==> config.mk <==
export PLATFORM = sky130hd
export DESIGN_NAME = div_arbiter
export DESIGN_NICKNAME = d
export VERILOG_FILES = /design/src/rtl/div_arbiter.sv
export SDC_FILE = /design/constraint.sdc
export NUM_CORES = 1
export LEC_CHECK = 0
export CORE_MARGIN = 5
export CORE_UTILIZATION = 36
export DETAILED_ROUTE_END_ITERATION = 10
export PLACE_DENSITY = 0.84
export SYNTH_ARGS = -nofsm -noshare
export SYNTH_HDL_FRONTEND = slang
export SYNTH_SLANG_ARGS = --single-unit
==> constraint.sdc <==
create_clock -name clk -period 2.6 [get_ports clk]
set_clock_uncertainty 0.15 [all_clocks]
set_input_delay 0.26 -clock clk [delete_from_list [all_inputs] [get_ports clk]]
set_output_delay 0.26 -clock clk [all_outputs]
set_load 0.01 [all_outputs]
==> src/rtl/div_arbiter.sv <==
`default_nettype none
// ============================================================================
// div_arbiter : round-robin front end sharing one div_unit between two ports
// Rev 1.0
// ============================================================================
`ifndef XLEN
`define XLEN 32
`endif

module div_arbiter #(
    parameter int XLEN  = `XLEN,
    parameter int TAG_W = 5
) (
    input  logic             clk,
    input  logic             reset_n,

    input  logic             req_valid_0,
    output logic             req_ready_0,
    input  logic [1:0]       req_op_0,
    input  logic             req_word_0,
    input  logic [XLEN-1:0]  req_a_0,
    input  logic [XLEN-1:0]  req_b_0,
    input  logic [TAG_W-1:0] req_tag_0,
    input  logic             kill_0,
    output logic             resp_valid_0,
    input  logic             resp_ready_0,
    output logic [XLEN-1:0]  resp_result_0,
    output logic [TAG_W-1:0] resp_tag_0,

    input  logic             req_valid_1,
    output logic             req_ready_1,
    input  logic [1:0]       req_op_1,
    input  logic             req_word_1,
    input  logic [XLEN-1:0]  req_a_1,
    input  logic [XLEN-1:0]  req_b_1,
    input  logic [TAG_W-1:0] req_tag_1,
    input  logic             kill_1,
    output logic             resp_valid_1,
    input  logic             resp_ready_1,
    output logic [XLEN-1:0]  resp_result_1,
    output logic [TAG_W-1:0] resp_tag_1,

    output logic             div_start,
    output logic [1:0]       div_op,
    output logic             div_word,
    output logic [XLEN-1:0]  div_dividend,
    output logic [XLEN-1:0]  div_divisor,
    input  logic [XLEN-1:0]  div_result,
    input  logic             div_busy,
    input  logic             div_ready
);

    typedef enum logic [1:0] {
        S_IDLE   = 2'd0,
        S_LAUNCH = 2'd1,
        S_WAIT   = 2'd2,
        S_RESP   = 2'd3
    } state_t;

    state_t           state_q;
    logic             owner_q;
    logic             drop_q;
    logic             last_grant_q;
    logic [1:0]       op_q;
    logic             word_q;
    logic [XLEN-1:0]  a_q;
    logic [XLEN-1:0]  b_q;
    logic [TAG_W-1:0] tag_q;
    logic [XLEN-1:0]  result_q;

    logic [1:0] elig;
    logic       win;
    logic       accept;
    logic       kill_owner;
    logic       resp_ready_owner;
    logic       deliver;

    // A port being killed in IDLE is treated as not requesting this cycle.
    assign elig = {req_valid_1 & ~kill_1, req_valid_0 & ~kill_0};

    always_comb begin
        win = 1'b0;
        unique case (elig)
            2'b01:   win = 1'b0;
            2'b10:   win = 1'b1;
            2'b11:   win = ~last_grant_q;
            default: win = 1'b0;
        endcase
    end

    assign accept           = reset_n && (state_q == S_IDLE) && (elig != 2'b00);
    assign req_ready_0      = accept & ~win;
    assign req_ready_1      = accept & win;

    assign kill_owner       = owner_q ? kill_1 : kill_0;
    assign resp_ready_owner = owner_q ? resp_ready_1 : resp_ready_0;

    // A kill in RESP withdraws the result in the same cycle.
    assign deliver          = (state_q == S_RESP) && !kill_owner;
    assign resp_valid_0     = deliver && !owner_q;
    assign resp_valid_1     = deliver &&  owner_q;
    assign resp_result_0    = result_q;
    assign resp_result_1    = result_q;
    assign resp_tag_0       = tag_q;
    assign resp_tag_1       = tag_q;

    assign div_start        = (state_q == S_LAUNCH) && !div_busy;
    assign div_op           = op_q;
    assign div_word         = word_q;
    assign div_dividend     = a_q;
    assign div_divisor      = b_q;

    always_ff @(posedge clk or negedge reset_n) begin
        if (!reset_n) begin
            state_q      <= S_IDLE;
            owner_q      <= 1'b0;
            drop_q       <= 1'b0;
            last_grant_q <= 1'b1;
            op_q         <= 2'b00;
            word_q       <= 1'b0;
            a_q          <= '0;
            b_q          <= '0;
            tag_q        <= '0;
            result_q     <= '0;
        end else begin
            unique case (state_q)
                S_IDLE: begin
                    if (accept) begin
                        op_q         <= win ? req_op_1   : req_op_0;
                        word_q       <= win ? req_word_1 : req_word_0;
                        a_q          <= win ? req_a_1    : req_a_0;
                        b_q          <= win ? req_b_1    : req_b_0;
                        tag_q        <= win ? req_tag_1  : req_tag_0;
                        owner_q      <= win;
                        last_grant_q <= win;
                        drop_q       <= 1'b0;
                        state_q      <= S_LAUNCH;
                    end
                end
                S_LAUNCH: begin
                    if (kill_owner) begin
                        drop_q <= 1'b1;
                    end
                    if (!div_busy) begin
                        state_q <= S_WAIT;
                    end
                end
                S_WAIT: begin
                    if (kill_owner) begin
                        drop_q <= 1'b1;
                    end
                    // A kill arriving with div_ready still discards the result.
                    if (div_ready) begin
                        result_q <= div_result;
                        state_q  <= (drop_q || kill_owner) ? S_IDLE : S_RESP;
                    end
                end
                S_RESP: begin
                    if (kill_owner || resp_ready_owner) begin
                        state_q <= S_IDLE;
                    end
                end
                default: state_q <= S_IDLE;
            endcase
        end
    end

endmodule
`default_nettype wire

Word-level counts from Yosys, hierarchy flattened
Cells that the tools add are included.
{"block": "op_classes", "add_sub_neg": 0, "mul": 0, "n_div": 0, "order_cmp": 0, "n_eq_ne": 10, "shifts": 0, "muxes": 17, "bitwise_logic": 8, "reduce_logical": 19}
{"op": "$mux 32", "count": 2}
{"op": "$mux 2", "count": 6}
{"op": "$eq 2x2->1 const B", "count": 4}
{"op": "$pmux 2 s4", "count": 1}
{"op": "$logic_and 1x1->1", "count": 6}
{"op": "$ne 2x2->1 const B", "count": 3}
{"op": "$mux 1", "count": 5}
{"op": "$mux 5", "count": 1}
{"op": "$and 1x1->1", "count": 4}
{"op": "$ne 2x1->1 const B", "count": 2}
{"op": "$not 1->1", "count": 4}
{"op": "$pmux 1 s2", "count": 2}
{"op": "$reduce_and 2->1", "count": 2}
{"op": "$reduce_and 4->1", "count": 1}
{"op": "$reduce_bool 2->1", "count": 2}
{"op": "$logic_not 1->1", "count": 3}
{"op": "$reduce_and 3->1", "count": 1}
{"op": "$eq 2x1->1 const B", "count": 1}
{"op": "$logic_not 2->1", "count": 1}
{"op": "$logic_or 1x1->1", "count": 2}
{"op": "$reduce_or 2->1", "count": 1}
{"block": "word_totals", "ff_bits": 109, "latch_bits": 0, "ram_bits": 0, "romBits": 0, "inputBits": 186, "out_inout_bits": 146, "word_cells": 64, "memories": 0}

Longest topological paths before layout
Gate-level depths: netlist of run 1.
{"block": "logic_depth", "depth_word": 6, "ltp_mapped": 7, "ltp_nobuf": 6}

Worst setup path after synthesis of run 1
OpenSTA, ideal clock, no wires.
{"block": "synth_path", "path_type": "register to register", "start": "register state_q[0]", "end": "register b_q[0], in the netlist div_divisor[0]", "setup_time_ns": 0.126, "arrival_time_ns": 1.596, "t_required_ns": 2.324, "path_slack_ns": 0.728, "stages_incl_launch_ff": 8, "path_buffers": 2, "period_less_slack_ns": 1.872, "path_cell_list": "dfrtp_1 inv_1 ha_1 o211ai_2 buf_2 clkbuf_1 and2_1 a221o_1"}
{"block": "synth_via", "elab_chain_cells": 4}
{"item": "from (decl)", "line": "60", "source": "state_t state_q;"}
{"item": "from (signal assigned)", "line": "155", "source": "state_q <= (drop_q || kill_owner) ? S_IDLE : S_RESP;"}
{"item": "$logic_not 2->1 (*)", "line": "91, 126"}
{"item": "$logic_and 1x1->1 (2 in a row)", "line": "91", "source": "assign accept = reset_n && (state_q == S_IDLE) && (elig != 2'b00);"}
{"item": "$reduce_and 2->1 (no line) (*)"}
{"item": "to (signal assigned)", "line": "132", "source": "b_q <= win ? req_b_1 : req_b_0;"}
{"item": "to (decl)", "line": "67", "source": "logic [XLEN-1:0] b_q;"}
Mark *: on every way between the ends. The rest lies on a longest branch, timed or not.
A chain may end at the register's enable or synchronous reset.

Worst setup path in the final report of run 1
{"block": "layout_path", "start": "register state_q[0]", "end": "output port req_ready_0"}
{"block": "layout_via", "elab_chain_cells": 4}
{"item": "$logic_not 2->1", "line": "91"}
{"item": "$logic_and 1x1->1 (2 in a row)", "line": "91"}
{"item": "$and 1x1->1", "line": "92", "source": "assign req_ready_0 = accept & ~win;"}
{"item": "to (decl)", "line": "18", "source": "output logic req_ready_0,"}
Every way passes these cells.

==> results.md, run 1 <==
* Sequential share of power at 32.5%
* Post-synth EDFFs at 0
* Gr ovfl total at 0
* Library cells used by synthesis at 34
* Clk pin slew, worst setup/hold paths at 70 ps
* Tcrit/Tclk final at 93.85%
* DRC Markers at 0
* Nets at 866
* Routed len/inst at 19.94 um
* VDD IR max at 0.4938 mV
* Clock Power Share at 15.9%
* GR Util All Layers at 20.33%
* Pins Over Slew Limit at 0
* Status: finished, final reports clean
* Height of the die at 127.9 um
* Fin worst setup slack at 159.8 ps
* Cell Area, Synth at 5007 um^2
* Top post-synthesis cells by count: dfrtp_1 (108), a221o_1 (72), and2_1 (71)
* Slew Limit Headroom at 39.57%
* Total core area at 13,770 um^2
* Bufs on Longest Clock Path at 2
* Total power at 0.009546 W
* Switch share at 31.88%
* Crit path required time at 2190 ps
* First-pass iteration count of the detailed router at 4
* CP startpoint kind: flip-flop
* Top cell type's share of synthesized area at 53.97%
* Final Hold Viols at 0
* Starting DRT DRC Count at 219
* Die width at 127.9 um
* Site row count at 43
* Internal power at 0.006502 W
* Sink Count at 109
* Combinational power share at 51.6%
* Top-count cell post-synth: dfrtp_1
* TNS Setup at 0 ps
* Antenna-violating nets left at 0
* Worst Tran Pin Value at 906.5 ps
* Pwr Density at 1118 nW/um^2
* N_diodes at 0
* Area contributors post-synth: dfrtp_1 (54%), a221o_1 (14%), and2_1 (8.9%)
* Die ar. at 16,370 um^2
* Number of CTS-inserted buffers at 9
* Worst hold-check path type: in2async
* Seq/Total Area, Yosys at 54.50%
* Syn avg cell area at 12.94 um^2
* Fin cells at 860
* Syn_nets at 578
* Synth warnings at 0
* Number of global-route vias before repair at 4,824
* Fill count at 1,083
* Number of max-cap violations at 0
* Routed WL at 17,150 um
* # setup viols final at 0
* Total number of vias at 4,385
* Largest stage delay on the critical path at 560 ps
* P&R area growth vs syn at 70.46%
* Fmax at 409.8 MHz
* Cell taking the most area after synthesis: dfrtp_1
* Initial antenna violation count at 0
* Synth async-reset ratio at 100.0%
* Kind of critical path: reg2out
* RR Startpoint: state_q[0]
* CP Max Fanout at 6
* CP Cell Sequence: inv_1 > ha_2 > o211ai_4 > nor2_4 > clkdlybuf4s50_1
* CP max stage cell: clkdlybuf4s50_1
* First-pass GRT wire length at 26,300 um
* RSZ-0062 raised after global routing: false
* Critical path origin: state_q[0]
* Pre-CTS WS at 196.6 ps
* Ports at 332
* Clock latency on the worst-skew pair at 340 ps
* # port buffers at 331
* Root Buffer: clkbuf_16
* Largest net degree at the start of global routing at 73
* H-Tree Depth at 3
* Critical Path End Type: output port
* Top_reg_cell synth: dfrtp_1
* Initial Util at 36.36%
* Layout cells sized above 1 at 9.559%
* Flops & latches, synth at 109
* CTS tree: done
* RD Place Congestion at 0.8227
* Final Critical Period at 2440 ps
* Synthesized netlist cell count at 387
* Dpl hpwl at 13,100 um
* Critical Path AT at 2030 ps
* Leakage at 3.516 nW
* Psw at 0.003044 W
* Via density at 5.099
* Placed cells at 843
[state kept, by name, summed over array words and instances, names as in the netlist]
register,count
div_dividend,32
div_divisor,32
resp_result_0,32
resp_tag_0,5
div_op,2
state_q,2
div_word,1
drop_q,1
last_grant_q,1
owner_q,1
[cells in the final DEF, fill, tap and decap left out, types with 3 or more instances in the layout]
cell type,n
inv_1,4
mux2_2,32
clkdlybuf4s50_1,330
clkbuf_16,9
o21ai_0,3
ha_1,4
dfrtp_1,108
nand2_1,4
and2_1,71
buf_4,8
a221o_1,72
[power groups by stage]
stage | registers [W] | clock network (W) | logic [W]
after global routing | 0.00321 | 0.00162 | 0.00525
after detailed placement | 0.00310 | 0 | 0.00496
after CTS | 0.00310 | 0.00155 | 0.00498
after global placement | 0.00306 | 0 | 0.00484
final | 0.00310 | 0.00152 | 0.00493
after floorplan | 0.00339 | 0 | 0.00205
[final cells by class]
type	instances	area (um^2)	share of cell area, %
Timing Repair Buffer	340	3393	39.75
Sequential cell	109	2729	31.97
Multi-Input combinational cell	211	1841	21.56
Clock buffer	10	239.0	2.800
Tap cell	180	225.2	2.639
Clock inverter	6	93.84	1.099
Inverter	4	15.01	0.1759
[worst max-delay path, delay by kind of cell, from the launching register on]
family | cells | cell delay [ps]
AND/OR/NAND/NOR | 1 | 130
AO/OA/AOI/OAI | 1 | 120
flip-flops | 1 | 410
adder cells (fa/ha/maj) | 1 | 300
buffers and inverters | 2 | 730
[path summary, 6_finish.rpt]
path / endpoint / slack, ps / cells after the start
max reg2reg: div_dividend[27] / 580 / 6
min: owner_q / 160 / 2
max in group asynchronous: div_dividend[24] / 1060 / 3
max: req_ready_0 / 160 / 5
min reg2reg: drop_q / 370 / 2
min in group clk: drop_q / 370 / 2
[metrics by stage]
| stage | cell area, um^2 | util [%] | hold slack, ps |
|---|---|---|---|
| after detailed placement | 8190 | 59.47 | -71.95 |
| after CTS | 8533 | 61.95 | 163.1 |
| after floorplan | 5007 | - | -185.6 |
| final | 8536 | 61.97 | 164.0 |
| after global placement | 8190 | 59.47 | -73.78 |
| after global routing | 8536 | 61.97 | 188.3 |
[repair_timing]
action	CTS	global route
endpoints found under the setup margin	0	1
hold buffers	1	0
hold endpoints to repair	37	0
resized for setup	0	1
buffers inserted	0	0
[cell families after synthesis]
group | Yosys count | share of synthesized area (%)
flops | 109 | 54.50
simple gates | 88 | 11.14
compound gates | 84 | 16.44
buf+inv | 67 | 9.071
mux | 34 | 7.596
fa+ha+maj | 5 | 1.249
[layer usage]
layer / part of all wire, % / track usage, % / vias to the layer above
met2: 51 / 35.58 / 244
met4: 3.7 / 8.801 / 0
met1: 37 / 23.13 / 2137
li1: - / - / 1964
met5: 0 / 0 / -
met3: 8.5 / 5.750 / 40
No activity file was read; power rests on OpenSTA's default activity.
==> run 2: changes to the inputs <==
Settings changed: CTS_CLUSTER_SIZE from default to 28.
==> results of run 2 <==
No change in the layout: final DEF, timing and power equal those of run 1.
==> run 3: changes to the inputs <==
Settings changed: CELL_PAD_IN_SITES_DETAIL_PLACEMENT from default to 1, CELL_PAD_IN_SITES_GLOBAL_PLACEMENT from default to 1, CORE_UTILIZATION 36 to 27, PLACE_DENSITY 0.84 to 0.85, SETUP_SLACK_MARGIN from default to 0.1.
==> run 3 against run 2 <==
  * Sequential power is essentially flat
  * Combinational power grew 1%
  * Via count grew 0.71%
  * Sequential share of layout area shrank 0.24 points
  * Cell count grew 5.7%
  * Design area grew 0.76%
  * Routed wire length grew 12%
  * Worst hold slack lost 16 ps
  * Non-clock buffer count is the same
  * Flip-flop and latch count is the same
  * Critical path type unchanged
  * Largest power group unchanged
==> results.md, run 3 (synthesized netlist as in run 1, its figures left out) <==
* Total core area at 18,090 um^2 (+31%)
* R2R Setup Slk at 390 ps (-190 ps)
* Via density at 4.858 (-4.7%)
* Clock latency on the worst-skew pair at 340 ps (about the same)
* VDD IR max at 0.3925 mV (-21%)
* Kind of critical path: reg2out
* Status: finished, final reports clean
* Number of global-route vias before repair at 5,053 (+4.7%)
* First-pass GRT wire length at 29,240 um (+11%)
* Layer with the highest usage: met2
* CP Max Fanout at 6 (unchanged)
* RR Startpoint: state_q[0]
* Pwr Density at 1119 nW/um^2 (+0.10%)
* CTS tree: done
* Hold slack at 148.3 ps (-15.70 ps)
* Die width at 146.2 um (+14%)
* Antenna-violating nets left at 0 (unchanged)
* Ports at 332 (unchanged)
* Fill count at 1,924 (+78%)
* Multi-input logic area at 1851 um^2 (+0.54%)
* Critical Path End Type: output port
* Worst-case reg-to-reg path depth at 6 (unchanged)
* Reg-to-reg endpoint: div_dividend[11]
* Pins Over Slew Limit at 0 (unchanged)
* Number of max-cap violations at 0 (unchanged)
* Tcrit/Tclk final at 91.08% (-2.8 points)
* H-Tree Depth at 3 (unchanged)
* Nets at 866 (unchanged)
* CP Cell Sequence: inv_1 > ha_4 > o211ai_4 > nor2_4 > clkdlybuf4s50_1
* Initial antenna violation count at 0 (unchanged)
* Routed len/inst at 21.08 um (+5.7%)
* Root Buffer: clkbuf_16
* TNS Setup at 0 ps (unchanged)
* P&R area growth vs syn at 71.76%
* Routed WL at 19,160 um (+12%)
* Critical Path AT at 1960 ps (-70 ps)
* Finished Core Util at 47.55% (-14 points)
* Total number of vias at 4,416 (+0.71%)
* GR Layer Usage met1 at 19.26% (-3.9 points)
* # setup viols final at 0 (unchanged)
* # port buffers at 331 (unchanged)
* Bufs on Longest Clock Path at 2 (unchanged)
* Met3 Use GR at 4.431% (-1.3 points)
* Leakage at 3.520 nW (+0.12%)
* GR Util All Layers at 17.24% (-3.1 points)
* Site row count at 49 (+14%)
* Largest stage delay on the critical path at 590 ps (+30 ps)
* Most common cell after layout, fill and taps aside: clkdlybuf4s50_1
* Worst Tran Pin Value at 835.3 ps (-71.16 ps)
* Gr ovfl total at 0 (unchanged)
* Clk pin slew, worst setup/hold paths at 70 ps (about the same)
* Layout cells sized above 1 at 9.412% (-0.15 points)
* Met2 Use GR at 30.96% (-4.6 points)
* CP startpoint kind: flip-flop
* Initial Util at 27.69% (-8.7 points)
* N_diodes at 0 (unchanged)
* Final Hold Viols at 0 (unchanged)
* Post-CTS Setup Bufs at 0 (unchanged)
* Crit path required time at 2190 ps (about the same)
* Final Critical Period at 2368 ps (-72.21 ps)
* Largest net degree at the start of global routing at 74 (+1.4%)
* RD Place Congestion at 0.7745 (-5.9%)
* Height of the die at 146.2 um (+14%)
* Sink Count at 109 (unchanged)
* CP max stage cell: clkdlybuf4s50_1
* Storage cell area at 2729 um^2 (unchanged)
* Dpl hpwl at 14,730 um (+12%)
* Slew Limit Headroom at 44.31% (+4.7 points)
* Number of CTS-inserted buffers at 9 (unchanged)
* Fmax at 422.3 MHz (+3.0%)
* First-pass iteration count of the detailed router at 4 (unchanged)
* Worst hold-check path type: in2async
* Most frequent cells in the layout: clkdlybuf4s50_1 (330), dfrtp_1 (108), a221o_1 (72)
* RSZ-0062 raised after global routing: false
* Starting DRT DRC Count at 154 (-30%)
* DRC Markers at 0 (unchanged)
* Die ar. at 21,370 um^2 (+31%)
[run 3: cell types whose count changed in the layout (fill, tap and decap cells not counted)]
cell,previous run,this run
ha_2,1,0
inv_6,2,0
clkbuf_1,0,1
clkinv_2,0,2
clkinv_4,1,0
ha_4,0,1
clkinvlp_4,1,0
clkbuf_8,1,2
[run 3: how the worst max path moves through the flow]
stage	from	endpoint	slack [ps]
finish	state_q[0]	req_ready_0	230
global route	state_q[0]	req_ready_0	140
CTS	state_q[0]	req_ready_0	130
detailed placement	kill_1	resp_tag_0[4]	130
global placement	kill_1	div_divisor[3]	230
floorplan	state_q[0]	div_divisor[0]	730
[run 3: stage by stage]
stage | cells | setup WS, ps | total power [W] | cell area, um^2
floorplan | 387 | 727.9 | 0.005437 | 5007
global placement | 892 | 231.6 | 0.007931 | 8252
detailed placement | 892 | 132.6 | 0.008171 | 8252
CTS | 909 | 131.4 | 0.009772 | 8591
global route | 909 | 137.8 | 0.01019 | 8601
finish | 909 | 232.0 | 0.009628 | 8601
[run 3: area by class of cell]
cell class	instances	area share, %
clock inverter	4	0.8147
tap	229	3.331
sequential	109	31.73
inverter	4	0.1746
clock buffer	12	2.982
multi-input combinational	211	21.52
timing repair buffer	340	39.45
[run 3: per-layer routing]
metal	vias up	share of wire, %
met2	213	53
met3	36	6.6
met1	2205	37
li1	1962	-
met5	-	0
met4	0	3.5
[run 3: critical path: cells and delay by family, from the launching register on]
kind	cells	cell delay (ps)
adders and majority gates	1	220
buffers and inverters	2	790
AOI/OAI and AO/OA	1	100
DFF	1	420
and+or+nand+nor	1	90
[run 3: power breakdown]
group          switching, W  internal, W  total [W]
registers          0.000572      0.00254    0.00311
logic               0.00190      0.00310    0.00500
clock network      0.000624     0.000896    0.00152
total               0.00309      0.00653    0.00963
[run 3: timing repair]
action,CTS,global route
pin swaps,0,0
endpoints found under the setup margin,2,2
hold endpoints to repair,6,0
resized for setup,1,1
hold buffers,1,0
